--- config.mk ---
export PLATFORM = sky130hd
export DESIGN_NAME = serial_add_sub
export DESIGN_NICKNAME = d
export VERILOG_FILES = /design/src/rtl/serial_add_sub.sv
export SDC_FILE = /design/constraint.sdc
export NUM_CORES = 1
export LEC_CHECK = 0
export ABC_CLOCK_PERIOD_IN_PS = 1700
export BUFFER_PORTS_ARGS = -buffer_cell sky130_fd_sc_hd__buf_4
export CAP_MARGIN = 40
export CORE_ASPECT_RATIO = 0.75
export CORE_MARGIN = 5
export CORE_UTILIZATION = 40
export DETAILED_ROUTE_END_ITERATION = 10
export GPL_TIMING_DRIVEN = 0
export PLACE_DENSITY = 0.63
export SLEW_MARGIN = 0
export SYNTH_ARGS = -nofsm -noshare
export SYNTH_HDL_FRONTEND = slang
export SYNTH_SLANG_ARGS = --single-unit
export TNS_END_PERCENT = 1
--- constraint.sdc ---
create_clock -name clk -period 1.7 [get_ports clk]
set_input_delay 0.34 -clock clk [delete_from_list [all_inputs] [get_ports clk]]
set_output_delay 0.34 -clock clk [all_outputs]
set_load 0.05 [all_outputs]
--- src/rtl/serial_add_sub.sv ---
// serial_add_sub: bit-serial adder/subtractor built around one full-adder
// slice and one carry flop, processing one operand bit per clock, LSB first.
// Subtraction is a + ~b + 1, so in subtract mode cout = 1 means "no borrow".
// The sum, cout and overflow outputs only change when an operation completes.
module serial_add_sub #(
   parameter int WIDTH = 8
) (
   input  logic             clk,
   input  logic             rst_n,
   input  logic             start,
   input  logic             mode,
   input  logic [WIDTH-1:0] a,
   input  logic [WIDTH-1:0] b,
   input  logic             cin,
   output logic             busy,
   output logic             done,
   output logic [WIDTH-1:0] sum,
   output logic             cout,
   output logic             overflow
);

   localparam int CW = $clog2(WIDTH);

   typedef enum logic [1:0] {
      IDLE = 2'd0,
      RUN  = 2'd1,
      DONE = 2'd2
   } state_t;

   state_t           state;
   logic [WIDTH-1:0] op_a;
   logic [WIDTH-1:0] op_b;
   logic [WIDTH-1:0] res;
   logic             carry;
   logic [CW-1:0]    count;

   logic             bit_sum;
   logic             carry_next;
   logic             last_bit;

   // Single full-adder slice working on the current LSBs of the shift registers
   always_comb begin
      bit_sum    = op_a[0] ^ op_b[0] ^ carry;
      carry_next = (op_a[0] & op_b[0]) | (op_a[0] & carry) | (op_b[0] & carry);
   end

   assign last_bit = (count == CW'(WIDTH - 1));

   // Control FSM and serial datapath; the DONE cycle accepts a new start like IDLE
   always_ff @(posedge clk or negedge rst_n) begin
      if (!rst_n) begin
         state    <= IDLE;
         busy     <= 1'b0;
         done     <= 1'b0;
         sum      <= '0;
         cout     <= 1'b0;
         overflow <= 1'b0;
         op_a     <= '0;
         op_b     <= '0;
         res      <= '0;
         carry    <= 1'b0;
         count    <= '0;
      end else begin
         case (state)
            IDLE, DONE: begin
               done <= 1'b0;
               if (start) begin
                  op_a  <= a;
                  op_b  <= mode ? ~b : b;
                  carry <= mode ? 1'b1 : cin;
                  count <= '0;
                  busy  <= 1'b1;
                  state <= RUN;
               end else begin
                  busy  <= 1'b0;
                  state <= IDLE;
               end
            end
            RUN: begin
               res   <= {bit_sum, res[WIDTH-1:1]};
               op_a  <= op_a >> 1;
               op_b  <= op_b >> 1;
               carry <= carry_next;
               count <= count + 1'b1;
               if (last_bit) begin
                  sum      <= {bit_sum, res[WIDTH-1:1]};
                  cout     <= carry_next;
                  overflow <= carry ^ carry_next;
                  busy     <= 1'b0;
                  done     <= 1'b1;
                  state    <= DONE;
               end
            end
            default: begin
               busy  <= 1'b0;
               done  <= 1'b0;
               state <= IDLE;
            end
         endcase
      end
   end

endmodule

==> run summary, run 1 <==
Internal -> 2.632 mW
largest family of logic cells by synthesized area -> compound AO/OA/AOI/OAI gates
NumNets Final -> 198
P_leak -> 1.022 nW
Setup TNS Final -> 0 ns
Slew @ Worst Pin -> 0.4927 ns
crit path capture type -> flip-flop
max_slew headroom -> 67.15%
Num Clock Sinks -> 40
critical path arrival -> 1.78 ns
Post-synth ARST share -> 100.0%
Initial Utilization -> 41.98%
wire per inst -> 14.16 um
Die Span Y -> 66.84 um
Clk pwr share -> 14.9%
global-route wire length before repair -> 5.464 mm
Adder-Cell Fraction of Synth Area -> 2.614%
Yosys Warn Count -> 0
Worst Path Required -> 1.88 ns
Max Buffers Root-to-Sink -> 2
Site Rows -> 20
Comb power frac -> 46.3%
Net Sw Power -> 1.709 mW
post-synthesis net count -> 158
CP most frequent cell -> ha_1
clk slew on worst S/H paths -> 0.07 ns
post-synthesis mux area share -> 10.46%
fin crit share -> 94.47%
DRC violations left -> 0
Power Total -> 4.341 mW
min Tclk post-route -> 1.606 ns
fraction of the mapped netlist area in simple logic gates -> 9.005%
drt pass-1 iters -> 4
Synth Instances -> 134
worst setup slack after layout -> 0.09409 ns
largest net degree at the start of global routing -> 41
I/O Buffers -> 31
drt initial violations -> 62
Setup Viol. Count Final -> 0
Final GP Congestion -> 0.7094
fin area -> 2138 um^2
Pwr Density -> 2030 nW/um^2
Compound-Gate Fraction of Synth Area -> 11.04%
Synth Flop Type -> dfrtp_1
Yosys cell types -> 24
io pins -> 33
CP delay by family, top -> adder cells
Die W -> 85.78 um
clk_lat worst skew -> 0.29 ns
via count -> 1,147
Post-Place Worst Slack -> -0.008416 ns
RSZ-0062 raised after global routing -> no
Mean Syn Cell Area -> 12.86 um^2
Antenna Nets Post-Route -> 0
synthesized cell area -> 1723 um^2
total global-route track usage -> 12.85%
switch share -> 39.36%
share of cells above drive strength 1 -> 39.43%
Startpoint Class -> flip-flop
area of the core -> 4104 um^2
Flop pwr share -> 38.8%
Inserted Diodes -> 0
kind of critical path -> flip-flop to flip-flop
vias in the first global route -> 1,165
max incr delay on CP -> 0.40 ns
maxcap violations -> 0
CTS root buffer -> clkbuf_8
area of placed instances -> 2024 um^2
initial antenna violation count -> 0
WL final -> 3.256 mm
max-slew violation count -> 0
Yosys reg bits -> 40
Final HPWL DP -> 2.269 mm
EDFF count, synth -> 0
CP Cell Sequence -> ha_1 -> ha_1 -> nand3b_1 -> buf_6 -> mux2_2
Crit Path Max Fanout -> 10
htree depth -> 2
total grt overflow -> 0
worst min-delay path class -> input port to asynchronous set/reset pin
# fillers -> 391
clk_skew -> 0.002252 ns
TritonCTS Buffers -> 5
via-per-instance ratio -> 4.987
Area growth syn-to-layout -> 24.11%
Worst Hold Slack -> 0.01551 ns
TritonCTS clock tree -> built
slowest cell on the critical path -> dfrtp_1
number of cells after detailed placement -> 220
status -> finished, final reports clean
die footprint -> 5733 um^2
Final Hold Viols -> 0
Synth Area in XOR/XNOR -> 4.575%
VDD IR-drop max -> 0.8658 mV
Finished Layout Cells -> 230
Seq/Total Area, Yosys -> 58.10%
f_max -> 622.7 MHz
Worst Path Buf+Inv -> 1
fin util -> 52.10%
==> layer usage <==
metal	wire, um	vias up	global-route usage, %
met5	0	-	0
met4	48	0	4.743
met3	163	9	5.068
met2	1443	23	18.90
met1	1600	560	17.12
li1	-	555	-
==> cells in the final DEF (no fill, tap or decap), types with 2 or more instances in the layout <==
cell and instances:
buf_2 6, nand3_1 8, clkinv_2 2, a221o_1 8, a22oi_1 7, a22o_1 4
buf_6 3, nand2b_1 2, dfrtp_1 40, nand2_1 8, mux2_2 16, ha_1 2
o21ai_1 2, clkbuf_8 6, buf_4 34, xnor2_1 8, nor2_1 9, inv_1 2
==> worst register-to-register path, delay by kind of cell (launching register included) <==
family | cells | cell delay, ns
fa+ha+maj | 2 | 0.42
flops | 1 | 0.40
mux | 1 | 0.34
simple gates | 1 | 0.17
buf+inv | 1 | 0.17
==> power by group through the flow <==
stage	Combinational (mW)	Clock, mW	Sequential (mW)
final	2.01	0.647	1.68
after global routing	2.18	0.717	1.75
after CTS	2.02	0.665	1.69
after detailed placement	2.01	0	1.70
after global placement	1.97	0	1.68
after floorplan	1.07	0	2.10
==> worst paths after layout <==
path,from,endpoint,slack [ns],cells after the start
min in group clk,a[5],op_a[5],0.27,3
hold reg to reg,count[0],count[0],0.49,1
hold / removal,rst_n,sum[4],0.02,1
max in group asynchronous,rst_n,op_a[3],1.35,1
setup / recovery,count[0],sum[3],0.09,5
setup reg to reg,count[0],sum[3],0.09,5
==> synth_stat cells (all sizes together), types with 3 or more instances <==
master  instances  area, um^2
a22oi           7       52.55
xnor2           8       70.07
a221o           8       80.08
o21ai           3       15.01
nand3           8       40.04
a22o            4       35.03
nor2           10       45.04
nand2           8       30.03
dfrtp          40        1001
mux2           16       180.2
buf            10       65.06
==> what timing repair did <==
item                                    4_1_cts  5_1_grt
buffers inserted                              0        2
resized for setup                             1        1
gates cloned                                  0        0
pin swaps                                     0        0
endpoints found under the setup margin        7        7
hold buffers                                  0        0
==> registers in the layout (all words and copies together) (netlist names) <==
signal	flops
state	1
overflow	1
count	3
cout	1
op_b	8
done	1
carry	1
op_a	8
busy	1
sum	8
res	7
==> cell families (layout without fill, tap and decap cells) <==
family,Yosys count,after routing
DFF,40,40
buffers and inverters,12,53
xor gates and xnor gates,9,9
muxes,16,16
adders and majority gates,3,3
AOI/OAI and AO/OA,23,23
and+or+nand+nor,31,31
==> layout make-up <==
class / count / area [um^2] / share of cell area (%)
sequential: 40 / 1001 / 46.81
buffer: 10 / 71.32 / 3.335
clock buffer: 6 / 82.58 / 3.862
timing repair buffer: 33 / 247.7 / 11.59
tap: 55 / 68.82 / 3.218
multi-input combinational: 82 / 649.4 / 30.37
clock inverter: 2 / 10.01 / 0.4681
inverter: 2 / 7.507 / 0.3511
Note: power is estimated with default switching activity, not from simulation.
==> run 2: changes to the inputs <==
Settings changed: BUFFER_PORTS_ARGS -buffer_cell sky130_fd_sc_hd__buf_4 to -buffer_cell sky130_fd_sc_hd__buf_2.
==> run 2 against run 1 <==
Clock power is 11% lower. Power decreased by 3.7%. Combinational power is 4% lower. Worst setup slack improved by 0.0047 ns.
==> run summary, run 2 (synthesis results as in run 1) <==
Inserted Diodes -> 0
DRC violations left -> 0
slowest cell on the critical path -> dfrtp_1
crit path capture type -> flip-flop
total grt overflow -> 0
wire per inst -> 14.05 um
met2 Usage GRT -> 18.02%
Area growth syn-to-layout -> 20.48%
Slew @ Worst Pin -> 0.2527 ns
max_slew headroom -> 83.27%
Antenna Nets Post-Route -> 0
max-slew violation count -> 0
Setup Viol. Count Final -> 0
Final GP Congestion -> 0.7212
Final HPWL DP -> 2.263 mm
TritonCTS clock tree -> built
commonest non-fill, non-tap cells in the layout -> dfrtp_1 (40), buf_2 (37), mux2_2 (16), nor2_1 (9)
Worst Hold Launch -> a[6]
clk_lat worst skew -> 0.28 ns
largest registers -> op_a (8), op_b (8), sum (8)
Finished Layout Cells -> 231
CP Cell Sequence -> ha_1 -> ha_1 -> nand3b_1 -> buf_6 -> mux2_2
RSZ-0062 raised after global routing -> no
Pwr Density -> 2013 nW/um^2
via-per-instance ratio -> 4.948
io pins -> 33
global-route wire length before repair -> 5.257 mm
vias in the first global route -> 1,110
Startpoint Class -> flip-flop
TritonCTS Buffers -> 5
Final Hold Viols -> 0
fin crit share -> 94.19%
largest net degree at the start of global routing -> 41
worst setup slack after layout -> 0.09883 ns
share of cells above drive strength 1 -> 38.64%
Reg-to-Reg Start -> count[0]
status -> finished, final reports clean
clk_skew -> 0.002559 ns
GR peak layer -> met2
kind of critical path -> flip-flop to flip-flop
die footprint -> 5733 um^2
f_max -> 624.5 MHz
Num Clock Sinks -> 40
max incr delay on CP -> 0.40 ns
CTS root buffer -> clkbuf_8
met3 usage -> 3.585%
VDD IR-drop max -> 0.9069 mV
total global-route track usage -> 12.24%
area of the core -> 4104 um^2
R2R setup slack -> 0.1 ns
R2R Path End -> sum[4]
clk slew on worst S/H paths -> 0.07 ns
Power Total -> 4.179 mW
worst min-delay path class -> input port to flip-flop
P_leak -> 1.002 nW
critical path arrival -> 1.77 ns
most common cell after layout, fill and taps aside -> dfrtp_1
Worst Path Required -> 1.87 ns
Worst Hold Slack -> 0.2769 ns
drt pass-1 iters -> 4
drt initial violations -> 71
via count -> 1,143
Crit Path Max Fanout -> 10
NumNets Final -> 200
Worst Hold End -> op_a[6]
# fillers -> 383
Site Rows -> 20
CP most frequent cell -> ha_1
maxcap violations -> 0
Cells on Worst Hold Path -> 3
WL final -> 3.245 mm
min Tclk post-route -> 1.601 ns
met1 usage -> 16.50%
Reg2Reg Depth -> 5
initial antenna violation count -> 0
Post-Place Worst Slack -> -0.001436 ns
Max Buffers Root-to-Sink -> 2
Die W -> 85.78 um
Initial Utilization -> 41.98%
htree depth -> 2
Die Span Y -> 66.84 um
number of cells after detailed placement -> 220
I/O Buffers -> 31
run 2: cell types whose count changed in the layout (fill, tap and decap cells not counted):
| cell | delta |
|---|---|
| buf_12 | +1 |
| clkbuf_1 | +1 |
| buf_2 | +31 |
| clkinv_2 | -1 |
| clkbuf_8 | -1 |
| buf_4 | -31 |
| dlygate4sd3_1 | +1 |
run 2: layout make-up:
| class | instances | area, um^2 | share of cell area, % |
|---|---|---|---|
| Clock buffer | 6 | 72.57 | 3.496 |
| Clock inverter | 1 | 5.005 | 0.2411 |
| Tap cell | 55 | 68.82 | 3.315 |
| Timing Repair Buffer | 35 | 200.2 | 9.644 |
| Inverter | 2 | 7.507 | 0.3617 |
| Buffer | 10 | 71.32 | 3.436 |
| Multi-Input combinational cell | 82 | 649.4 | 31.28 |
| Sequential cell | 40 | 1001 | 48.22 |
run 2: stage by stage:
step	util (%)	setup TNS, ns	cell area [um^2]
floorplan	-	0	1723
global placement	47.44	0	1947
detailed placement	47.44	-0.001436	1947
CTS	49.39	0	2027
global route	50.58	0	2076
finish	50.58	0	2076
run 2: how the worst max path moves through the flow:
stage               startpoint  slack, ns     end  cells past startpoint
floorplan             count[0]       0.15    cout                      5
global placement      count[0]      0.007  sum[5]                      5
detailed placement    count[0]     -0.001  sum[4]                      5
CTS                   count[0]       0.02  sum[4]                      5
global route          count[0]       0.02  sum[4]                      5
finish                count[0]        0.1  sum[4]                      5
run 2: per-layer routing:
layer,wire length (um),up-vias
met2,1461,36
met4,29,0
met3,201,4
met1,1551,547
met5,0,-
li1,-,556
run 2: worst max-delay path: cells and delay by family, from the launching register on:
family / cells / cell delay (ns)
simple gates: 1 / 0.15
fa+ha+maj: 2 / 0.42
flops: 1 / 0.40
buf+inv: 1 / 0.16
mux: 1 / 0.34
run 2: what timing repair did:
item | CTS | global route
hold endpoints to repair | 0 | 1
setup endpoints to repair | 7 | 7
setup buffers | 0 | 2
hold buffers | 0 | 1
resized for setup | 1 | 1
run 2: power breakdown:
group          switching (mW)  total, mW  leakage [nW]  internal, mW
clock                   0.298      0.576        0.0410         0.279
sequential              0.271       1.68         0.494          1.41
combinational            1.11       1.92         0.467         0.819
total                    1.67       4.18          1.00          2.51
==> run 3: changes to the inputs <==
Settings changed: CORE_UTILIZATION 40 to 50, PLACE_DENSITY 0.63 to 0.75.
==> run 3 against run 2 <==
First-iteration DRC count grew 69%. Critical endpoint is now sum[5]. Largest power group unchanged. Global-route usage grew 3.1 points. Clock skew grew 0.0032 ns. Sequential cell count is the same. Cell area shrank 1.3%. Worst setup slack gained 0.017 ns.
==> run summary, run 3 (synthesis results as in run 1) <==
clk_skew -> 0.005720 ns
kind of critical path -> flip-flop to flip-flop
clk slew on worst S/H paths -> 0.07 ns
# fillers -> 271
Power Total -> 4.194 mW
WL final -> 3.223 mm
I/O Buffers -> 31
fin crit share -> 93.18%
status -> finished, final reports clean
Cells on Worst Hold Path -> 3
max_slew headroom -> 82.65%
Final Hold Viols -> 0
Site Rows -> 18
area of the core -> 3311 um^2
global-route wire length before repair -> 5.520 mm
Reg2Reg Depth -> 5
wire per inst -> 14.99 um
max-slew violation count -> 0
P_leak -> 0.9977 nW
Inserted Diodes -> 0
Clk pwr share -> 13.9%
commonest non-fill, non-tap cells in the layout -> dfrtp_1 (40), buf_2 (37), mux2_2 (16), nor2_1 (9)
drt initial violations -> 120
Final HPWL DP -> 2.302 mm
io pins -> 33
NumNets Final -> 199
Internal -> 2.499 mW
crit path capture type -> flip-flop
Num Clock Sinks -> 40
via count -> 1,174
maxcap violations -> 0
Die Span Y -> 60.84 um
Setup TNS Final -> 0 ns
Die W -> 77.78 um
largest net degree at the start of global routing -> 41
fin area -> 2049 um^2
Crit Path Max Fanout -> 10
DRC violations left -> 0
worst min-delay path class -> input port to flip-flop
Slew @ Worst Pin -> 0.2621 ns
largest registers -> op_a (8), op_b (8), sum (8)
Finished Layout Cells -> 215
number of cells after detailed placement -> 205
share of cells above drive strength 1 -> 38.29%
Max Buffers Root-to-Sink -> 2
drt pass-1 iters -> 4
area of placed instances -> 1928 um^2
min Tclk post-route -> 1.584 ns
clk_lat worst skew -> 0.28 ns
Pwr Density -> 2047 nW/um^2
Worst Path Required -> 1.87 ns
critical path arrival -> 1.75 ns
initial antenna violation count -> 0
via-per-instance ratio -> 5.460
most common cell after layout, fill and taps aside -> dfrtp_1
Antenna Nets Post-Route -> 0
RSZ-0062 raised after global routing -> no
Flop pwr share -> 40.0%
Comb power frac -> 46.2%
Startpoint Class -> flip-flop
VDD IR-drop max -> 0.7503 mV
Final GP Congestion -> 0.7680
f_max -> 631.3 MHz
switch share -> 40.42%
Net Sw Power -> 1.696 mW
vias in the first global route -> 1,172
Worst Hold Slack -> 0.2676 ns
htree depth -> 2
TritonCTS Buffers -> 5
total global-route track usage -> 15.32%
Initial Utilization -> 52.04%
CTS root buffer -> clkbuf_8
Area growth syn-to-layout -> 18.95%
TritonCTS clock tree -> built
Setup Viol. Count Final -> 0
die footprint -> 4732 um^2
total grt overflow -> 0
run 3: changes by cell type in the layout (fill, tap and decap cells not counted):
| cell | delta |
|---|---|
| buf_4 | -1 |
run 3: timing repair:
item,CTS,global route
setup buffers,0,1
hold buffers,0,1
pin swaps,0,0
resized for setup,1,1
cloned,0,0
endpoints found under the setup margin,7,7
hold endpoints to repair,0,1
run 3: path summary, 6_finish.rpt:
path                       startpoint  endpoint  slack, ns
setup / recovery             count[0]    sum[5]       0.12
hold / removal                   a[1]   op_a[1]       0.27
setup reg to reg             count[0]    sum[5]       0.12
hold reg to reg              overflow  overflow       0.50
max in group asynchronous       rst_n      busy       0.94
min in group asynchronous       rst_n    sum[4]       0.38
run 3: worst max-delay path, cell delays in order (launching register included):
cell	delay [ns]
dfrtp_1	0.40
ha_1	0.21
ha_1	0.21
nand3b_1	0.14
buf_6	0.16
mux2_2	0.34
run 3: power by group through the flow:
stage	clock network, mW	registers (mW)	logic, mW
after floorplan	0	2.10	1.07
after global placement	0	1.67	1.86
after detailed placement	0	1.70	1.92
after CTS	0.593	1.68	1.94
after global routing	0.638	1.75	2.11
final	0.583	1.68	1.94
run 3: area by class of cell:
class	count	area, um^2	area share (%)
timing repair buffer	34	192.7	9.402
tap	40	50.05	2.442
buffer	10	71.32	3.480
clock inverter	1	5.005	0.2442
multi-input combinational	82	649.4	31.68
inverter	2	7.507	0.3663
sequential	40	1001	48.84
clock buffer	6	72.57	3.541
run 3: stage by stage:
step / setup WS, ns / utilization, %
after floorplan: 0.1467 / -
after global placement: 0.03176 / 58.24
after detailed placement: -0.008228 / 58.24
after CTS: 0.03672 / 60.66
after global routing: 0.02862 / 61.90
final: 0.1160 / 61.90
run 3: layer usage:
metal	wire, um	vias up	global-route usage (%)	share of wire (%)
met5	0	-	0	0
met4	53	0	8.824	1.6
met3	174	4	3.264	5.4
met2	1554	37	23.31	48
met1	1441	579	20.63	45
li1	-	554	-	-
